## src/rtl/fb_scan_reader.sv

```systemverilog
// Read side of the 256x256 RGB333 framebuffer: VGA (x,y) -> read address -> 8-bit RGB, 2x scaled and centred.
// Define FB_SCAN_TESTPAT_EN to add iTestpat, which replaces memory data with a coordinate-derived pattern.
module fb_scan_reader #(
    parameter int          IMG_LOG2   = 8,
    parameter int          SCALE_LOG2 = 1,
    parameter int          X_OFS      = 144,
    parameter int          Y_OFS      = 44,
    parameter int          MEM_LAT    = 1,
    parameter logic [23:0] BORDER_RGB = 24'h000000
) (
    input  logic                  clock,
    input  logic                  reset,
    input  logic                  iRequest,
    input  logic [10:0]           iX,
    input  logic [10:0]           iY,
`ifdef FB_SCAN_TESTPAT_EN
    input  logic                  iTestpat,
`endif
    output logic                  mem_rd_en,
    output logic [2*IMG_LOG2-1:0] mem_addr,
    input  logic [8:0]            mem_rdata,
    output logic [7:0]            oR,
    output logic [7:0]            oG,
    output logic [7:0]            oB,
    output logic                  oValid,
    output logic                  oFrame_done,
    output logic [7:0]            oFrame_cnt
);
    localparam int          D    = MEM_LAT + 1;
    localparam int          WIN  = 1 << (IMG_LOG2 + SCALE_LOG2);
    localparam logic [10:0] X_LO = 11'(X_OFS);
    localparam logic [10:0] X_HI = 11'(X_OFS + WIN - 1);
    localparam logic [10:0] Y_LO = 11'(Y_OFS);
    localparam logic [10:0] Y_HI = 11'(Y_OFS + WIN - 1);

    typedef enum logic {WAIT_FRAME, SCANNING} state_t;

    function automatic logic [7:0] expand(input logic [2:0] c);
        return {c, c, c[2:1]};
    endfunction

    state_t                state_q, state_d;
    logic                  rd_en_q, rd_en_d;
    logic [2*IMG_LOG2-1:0] addr_q, addr_d;
    logic [D-1:0]          req_pipe_q, req_pipe_d;
    logic [D-1:0]          win_pipe_q, win_pipe_d;
    logic [D-1:0]          last_pipe_q, last_pipe_d;
    logic [23:0]           rgb_q, rgb_d;
    logic                  valid_q, valid_d;
    logic                  done_q, done_d;
    logic [7:0]            cnt_q, cnt_d;

    logic [10:0]           dx, dy;
    logic [IMG_LOG2-1:0]   img_x, img_y;
    logic                  inwin, is_first, is_last;
    logic [8:0]            pix;
`ifdef FB_SCAN_TESTPAT_EN
    logic [D-1:0]          tp_pipe_q, tp_pipe_d;
    logic [D-1:0][8:0]     tpc_pipe_q, tpc_pipe_d;
`endif

    always_comb begin
        dx       = iX - X_LO;
        dy       = iY - Y_LO;
        img_x    = IMG_LOG2'(dx >> SCALE_LOG2);
        img_y    = IMG_LOG2'(dy >> SCALE_LOG2);
        inwin    = iRequest && (iX >= X_LO) && (iX <= X_HI) && (iY >= Y_LO) && (iY <= Y_HI);
        is_first = iRequest && (iX == X_LO) && (iY == Y_LO);
        is_last  = iRequest && (iX == X_HI) && (iY == Y_HI);
    end

    always_comb begin
        rd_en_d     = inwin;
        addr_d      = inwin ? {img_y, img_x} : addr_q;
        req_pipe_d  = {req_pipe_q[D-2:0], iRequest};
        win_pipe_d  = {win_pipe_q[D-2:0], inwin};
        last_pipe_d = {last_pipe_q[D-2:0], is_last};
        pix         = mem_rdata;
`ifdef FB_SCAN_TESTPAT_EN
        rd_en_d    = inwin && !iTestpat;
        tp_pipe_d  = {tp_pipe_q[D-2:0], iTestpat};
        tpc_pipe_d = {tpc_pipe_q[D-2:0],
                      {img_x[IMG_LOG2-1 -: 3], img_y[IMG_LOG2-1 -: 3],
                       img_x[IMG_LOG2-1 -: 3] ^ img_y[IMG_LOG2-1 -: 3]}};
        if (tp_pipe_q[D-1]) pix = tpc_pipe_q[D-1];
`endif
        // Colour regs only move when a request reaches the output stage.
        valid_d = req_pipe_q[D-1];
        rgb_d   = rgb_q;
        if (req_pipe_q[D-1])
            rgb_d = win_pipe_q[D-1] ? {expand(pix[8:6]), expand(pix[5:3]), expand(pix[2:0])}
                                    : BORDER_RGB;
    end

    always_comb begin
        state_d = state_q;
        done_d  = 1'b0;
        cnt_d   = cnt_q;
        if (state_q == SCANNING && last_pipe_q[D-1]) begin
            state_d = WAIT_FRAME;
            done_d  = 1'b1;
            cnt_d   = cnt_q + 8'd1;
        end
        // A new frame origin always (re)starts the scan, even mid-frame.
        if (is_first) state_d = SCANNING;
    end

    always_ff @(posedge clock) begin
        if (reset) begin
            state_q     <= WAIT_FRAME;
            rd_en_q     <= 1'b0;
            addr_q      <= '0;
            req_pipe_q  <= '0;
            win_pipe_q  <= '0;
            last_pipe_q <= '0;
            rgb_q       <= '0;
            valid_q     <= 1'b0;
            done_q      <= 1'b0;
            cnt_q       <= '0;
`ifdef FB_SCAN_TESTPAT_EN
            tp_pipe_q   <= '0;
            tpc_pipe_q  <= '0;
`endif
        end else begin
            state_q     <= state_d;
            rd_en_q     <= rd_en_d;
            addr_q      <= addr_d;
            req_pipe_q  <= req_pipe_d;
            win_pipe_q  <= win_pipe_d;
            last_pipe_q <= last_pipe_d;
            rgb_q       <= rgb_d;
            valid_q     <= valid_d;
            done_q      <= done_d;
            cnt_q       <= cnt_d;
`ifdef FB_SCAN_TESTPAT_EN
            tp_pipe_q   <= tp_pipe_d;
            tpc_pipe_q  <= tpc_pipe_d;
`endif
        end
    end

    assign mem_rd_en   = rd_en_q;
    assign mem_addr    = addr_q;
    assign {oR, oG, oB} = rgb_q;
    assign oValid      = valid_q;
    assign oFrame_done = done_q;
    assign oFrame_cnt  = cnt_q;
endmodule

```

## config.mk

```make
export PLATFORM = sky130hd
export DESIGN_NAME = fb_scan_reader
export DESIGN_NICKNAME = d
export VERILOG_FILES = /design/src/rtl/fb_scan_reader.sv
export SDC_FILE = /design/constraint.sdc
export NUM_CORES = 1
export LEC_CHECK = 0
export CELL_PAD_IN_SITES_DETAIL_PLACEMENT = 1
export CELL_PAD_IN_SITES_GLOBAL_PLACEMENT = 2
export CORE_UTILIZATION = 24
export DETAILED_ROUTE_END_ITERATION = 12
export PLACE_DENSITY_LB_ADDON = 0.1
export SLEW_MARGIN = 20
export SYNTH_ARGS = -nofsm -noshare
export SYNTH_HDL_FRONTEND = slang
export SYNTH_SLANG_ARGS = --single-unit
```

## constraint.sdc

```tcl
create_clock -name clock -period 2.4 [get_ports clock]
set_input_delay 0.72 -clock clock [delete_from_list [all_inputs] [get_ports clock]]
set_output_delay 0.72 -clock clock [all_outputs]
set_load 0.05 [all_outputs]
```

==> impl_metrics.tcl <==
set metrics [dict create \
    worst_slew_pin_slew_ns 0.529 \
    clock-sinks 42 \
    ys_types 46 \
    place.port_buffers 84 \
    seqPwrFrac 0.449 \
    drt_wl_total_mm 6.85 \
    arrival_ns 2.56 \
    ys_warn_count 0 \
    cp.required_ns 2.59 \
    die_x_um 96.4 \
    synth_edf_count 0 \
    p_switching_uw 424 \
    power_density_nw_per_um2 445 \
    die_h_um 96.4 \
    synth_top_area_cell "dfxtp_1" \
    clock_path_buffers 2 \
    drtPass1Iterations 4 \
    status "completed" \
    reg2reg_slack_ns 1.01 \
    final_cells 464 \
    grt_first_pass_wirelength_mm 10.4 \
    drive_above_1_share 0.236 \
    p_clk_frac 0.366 \
    timing.final.crit_share 0.987 \
    hold_path_class "reg2reg" \
    fmax_mhz 422 \
    nets 395 \
    yosys-top-cells-area "dfxtp_1 (39%), buf_4 (5.6%), a21oi_1 (5.2%)" \
    ys.flop_type "dfxtp_1" \
    reg2reg_from "oFrame_cnt[3]" \
    start_kind "input pin" \
    swShare 0.267 \
    viasPerCell 4.64 \
    ys_seq_area_frac 0.393 \
    finish.utilization 0.411 \
    ys_ff_latch 42 \
    place_hpwl_mm 5.21 \
    p_leak_uw 0.00132 \
    timing.setup.tns_ns 0 \
    post-place-cells 452 \
    htree_levels 2 \
    critical_path_class "in2reg" \
    dieArea_um2 9290 \
    start_util 0.246 \
    synthArstFlopShare 0 \
    syn2layout_area_growth_pct 66.8 \
    maxSlewViolCount 0 \
    gr-usage-all-layers 0.152 \
    cts_root_buffer "clkbuf_8" \
    setup_ws_ns 0.0311 \
    syn_inst 240 \
    preCtsSetupSlack_ns -0.544 \
    ios 85 \
    ant_nets 0 \
    synth_top_area_frac 0.393 \
    hold_violations 0 \
    ir_worst_vdd_mv 0.270 \
    clock_latency_ns 0.31 \
    fin_skew_ns 0.00595 \
    finalWeightedCongestion 0.797 \
    dr.first_iter.drc_count 50 \
    post-route-min-period_ns 2.37 \
    path_max_fanout 4 \
    antenna_found_initial 0 \
    synth_area_per_cell_um2 8.90 \
    grt_pass1_vias 2127 \
    cap_violations 0 \
    holdCritStartpoint "req_pipe_q[0]" \
    p_int_uw 1160 \
    vias 2152 \
    min_to "req_pipe_q[1]" \
    worst_r2r_path_depth 4 \
    insertedDiodeCount 0 \
    whs_path_depth 1 \
    num_rows 34 \
    routedWlPerCell_um 14.8 \
    cts-buffers-inserted 5 \
    syn-cell-area_um2 2140 \
    synth_fp_nets 280 \
    clkSlewWorstSetupHoldPaths_ns 0.09 \
    setup_viol 0 \
    drcViolationCount 0 \
    hold_buffers 0 \
    timing.slew.headroom 0.646 \
    crit_path_end_kind "flop" \
    grt_max_degree 27 \
    core_um2 8680 \
    grt-ovfl-total 0 \
    cts_tree "done" \
    rr_endpoint "oFrame_cnt[7]" \
    power_frac_comb 0.185 \
]
==> routing by layer <==
layer / vias up / GRT usage / part of all wire
met5: - / 0 / 0
met2: 55 / 0.272 / 0.51
met3: 13 / 0.0308 / 0.048
met4: 0 / 0.0613 / 0.017
li1: 1068 / - / -
met1: 1016 / 0.175 / 0.42
==> worst max-delay path: stages <==
cell and delay [ns]:
clkdlybuf4s50_1 0.57, nand4_1 0.17, or3_4 0.40, o22a_4 0.23
buf_4 0.16, o31ai_1 0.22, a21oi_1 0.09
==> logic make-up after synthesis <==
| group | count (synthesis) | share of synthesized area |
|---|---|---|
| muxes | 1 | 0.00527 |
| DFF | 42 | 0.393 |
| AOI/OAI and AO/OA | 58 | 0.187 |
| xor gates and xnor gates | 15 | 0.0615 |
| adders and majority gates | 6 | 0.0351 |
| and+or+nand+nor | 81 | 0.213 |
| buffers and inverters | 37 | 0.105 |
==> state kept, by name (all words and copies together), names as in the netlist <==
| name | flops |
|---|---|
| rgb_q | 9 |
| oFrame_done | 1 |
| win_pipe_q | 2 |
| oFrame_cnt | 8 |
| oValid | 1 |
| last_pipe_q | 2 |
| state_q | 1 |
| mem_addr | 16 |
| req_pipe_q | 2 |
==> through the flow <==
stage | hold slack, ns | area (um^2) | total power [uW]
floorplan | 0.414 | 2140 | 839
global placement | 0.419 | 3280 | 999
detailed placement | 0.425 | 3280 | 1000
CTS | 0.435 | 3490 | 1600
global route | 0.472 | 3560 | 1660
finish | 0.434 | 3560 | 1590
==> placed cells by master, fill, tap and decap left out, drive strengths merged, types with 7 or more instances in the layout <==
cell           synthesis  routed
inv                    9       9
a31oi                  7       7
nand2                  9       9
dfxtp                 42      42
nor2                  23      23
xnor2                 10      10
nand4                 11      11
a211oi                 7       7
clkdlybuf4s50          0      81
a21oi                 23      23
nor2b                 15      15
o31ai                  8       8
buf                   22      51
==> how the worst max path moves through the flow <==
stage / from / endpoint / slack [ns] / cells after the start
after floorplan: iX[5] / mem_addr[4] / 0.14 / 8
after global placement: iX[4] / mem_addr[9] / -0.46 / 7
after detailed placement: iX[4] / mem_addr[15] / -0.54 / 7
after CTS: iX[4] / mem_addr[2] / -0.001 / 8
after global routing: iY[2] / mem_addr[0] / -0.0002 / 8
final: iX[3] / mem_addr[1] / 0.03 / 7
==> layout make-up <==
class,instances,area [um^2]
clock buffers,6,72.6
clock inverters,2,37.5
fillers,1029,5110
inverters,9,33.8
multi-input cells,162,1200
flip-flops and latches,42,841
well taps,108,135
repair buffers,135,1240
==> power by group through the flow <==
stage	logic [uW]	clock network [uW]	registers, uW
3_5_place_dp	272	0	729
6_report	294	581	712
2_1_floorplan	89.3	0	749
5_1_grt	314	628	713
3_3_place_gp	271	0	729
4_1_cts	284	602	713
==> cells in the mapped netlist (all sizes together) (2+ instances only) <==
| cell | n |
|---|---|
| a211oi | 7 |
| a21o | 2 |
| a21oi | 23 |
| a311oi | 2 |
| a31oi | 7 |
| buf | 22 |
| clkbuf | 6 |
| dfxtp | 42 |
| ha | 6 |
| inv | 9 |
| nand2 | 9 |
| nand3 | 5 |
| nand4 | 11 |
| nor2 | 23 |
| nor2b | 15 |
| nor3 | 6 |
| nor4 | 3 |
| o21a | 2 |
| o21ai | 2 |
| o31ai | 8 |
| or3 | 2 |
| xnor2 | 10 |
| xor2 | 5 |
==> repair_timing <==
| action | 4_1_cts | 5_1_grt |
|---|---|---|
| setup endpoints to repair | 16 | 17 |
| gates cloned | 1 | 0 |
| buffers inserted | 3 | 0 |
| pin swaps | 5 | 8 |
| resized for setup | 13 | 16 |
No activity file was read; power rests on OpenSTA's default activity.
==> RTL change 1: new RTL, config.mk and constraints unchanged <==
`MEM_LAT`: 1 -> 2.
--- a/src/rtl/fb_scan_reader.sv
+++ b/src/rtl/fb_scan_reader.sv
@@ -6,5 +6,5 @@
     parameter int          X_OFS      = 144,
     parameter int          Y_OFS      = 44,
-    parameter int          MEM_LAT    = 1,
+    parameter int          MEM_LAT    = 2,
     parameter logic [23:0] BORDER_RGB = 24'h000000
 ) (
Check against the original RTL: not equivalent (Yosys sat finds a counterexample within 4 cycles, from zero or initial values and one cycle with reset high).
==> RTL change 1 against the unedited design <==
- routed wire length decreased by 4.2%
- final area increased by 3.9%
- synthesized cell count increased by 2.5%
- area after synthesis increased by 2.6%
- first-iteration DRC count decreased by 44%
- worst setup slack improved by 58 ps
- total power increased by 9.8%
- critical endpoint is now mem_addr[12]$_SDFFE_PP0P_
- sequential cell count increased by 3
- via count increased by 3.0%
- combinational power decreased by 3%
==> RTL change 1: results (changes against the unedited design) <==
[outcome]
status=finished, final reports clean  ; unchanged

[global_route]
grt_pass1_vias=2387  ; was 2127
grt_max_degree=18  ; was 27
use_met1_pct=16.9  ; was 17.5%
grt_first_pass_wirelength_mm=11.3  ; was 10.4 mm
grtUsageMet2_pct=27.4  ; was 27.2%
grtUsageMet3_pct=2.95  ; was 3.08%
grt_usage_pct=14.7  ; was 15.2%

[routing]
route.vias.total=2216  ; was 2152
met1_length_mm=2.84  ; was 2.90 mm
wl_met3_um=290  ; was 329 um
wl_met2_mm=3.35  ; was 3.51 mm
wl_per_cell_um=13.7  ; was 14.8 um
initialDrtViolationCount=28  ; was 50

[logic_synthesis]
synth_top_cells_by_area=dfxtp_1 41%, nor2b_1 5.4%, buf_4 5.1%, a21oi_1 5.0%, nor2_1 3.8%  ; was dfxtp_1 39%, buf_4 5.6%, a21oi_1 5.2%, nor2b_1 4.4%, xnor2_1 4.1%
avgSynthCellArea_um2=8.92  ; was 8.90 um2
ys_seq_area_share_pct=41.1  ; was 39.3%
ys_types=45  ; was 46
syn_nets=286  ; was 280

[placement]
postPlaceCellArea_um2=3420  ; was 3280 um2
pre_cts_ws_ps=-444  ; was -544 ps
dp_hpwl_mm=5.14  ; was 5.21 mm

[worst_setup_path]
startpoint=iY[10]  ; was iX[3]
cp_max_fo=3  ; was 4

[min_path]
min_from=last_pipe_q[1]$_SDFF_PP0_  ; was req_pipe_q[0]$_SDFF_PP0_

[cells_and_area]
fillCellCount=1019  ; was 1029
fin_nets=410  ; was 395
layout-drive-gt1-share_pct=25.3  ; was 23.6%

[pwr]
peakVddDrop_uv=270  ; about the same
power.leakage_nw=1.43  ; was 1.32 nW
power_density_nw_per_um2=470  ; was 445 nW/um2

[sta]
setup_slack_ps=89.4  ; was 31.1 ps
fin_skew_ps=3.76  ; was 5.95 ps
hold_ws_ps=451  ; was 434 ps
slew-limit-headroom_pct=65.1  ; was 64.6%

RTL change 1: cell count changes after synthesis, sizes merged, moves of 2 or more:
cell / delta
clkbuf: +3
nand2b: +2
nor2b: +4
dfxtp: +3
buf: -2
RTL change 1: where the power goes:
group          total (mW)  internal, mW  leakage (nW)  switching (mW)
clock network       0.694         0.419        0.0687           0.275
registers           0.761         0.755         0.363         0.00642
logic               0.286         0.149         0.995           0.137
RTL change 1: worst paths after layout:
kind | depth (start not counted) | endpoint
setup / recovery | 6 | mem_addr[12]$_SDFFE_PP0P_
hold / removal | 1 | last_pipe_q[2]$_SDFF_PP0_
setup reg to reg | 4 | oFrame_cnt[7]$_SDFFE_PP0P_
hold reg to reg | 1 | last_pipe_q[2]$_SDFF_PP0_
RTL change 1: worst max-delay path, cell delays in order:
cell and delay [ps]:
clkdlybuf4s50_1 460, nor4_4 330, a21oi_2 120, a311o_2 390, nor3_4 160, mux2_4 310
RTL change 1: cell type report:
cell class | instances | share of cell area, %
tap | 108 | 3.65
clock inverter | 3 | 1.86
inverter | 8 | 0.811
sequential | 45 | 24.3
timing repair buffer | 146 | 35.8
clock buffer | 5 | 1.86
multi-input combinational | 164 | 31.7
RTL change 1: cells by family after synthesis:
| family | Yosys count | synth area share (%) |
|---|---|---|
| simple gates | 86 | 22.2 |
| flops | 45 | 41.1 |
| mux | 1 | 0.684 |
| buf+inv | 37 | 9.53 |
| compound gates | 57 | 17.5 |
| xor+xnor | 14 | 5.59 |
| fa+ha+maj | 6 | 3.42 |
RTL change 1: what timing repair did:
item	4_1_cts	5_1_grt
buffers inserted	2	2
pin swaps	3	7
setup endpoints to repair	17	17
gates cloned	1	0
resized for setup	14	14
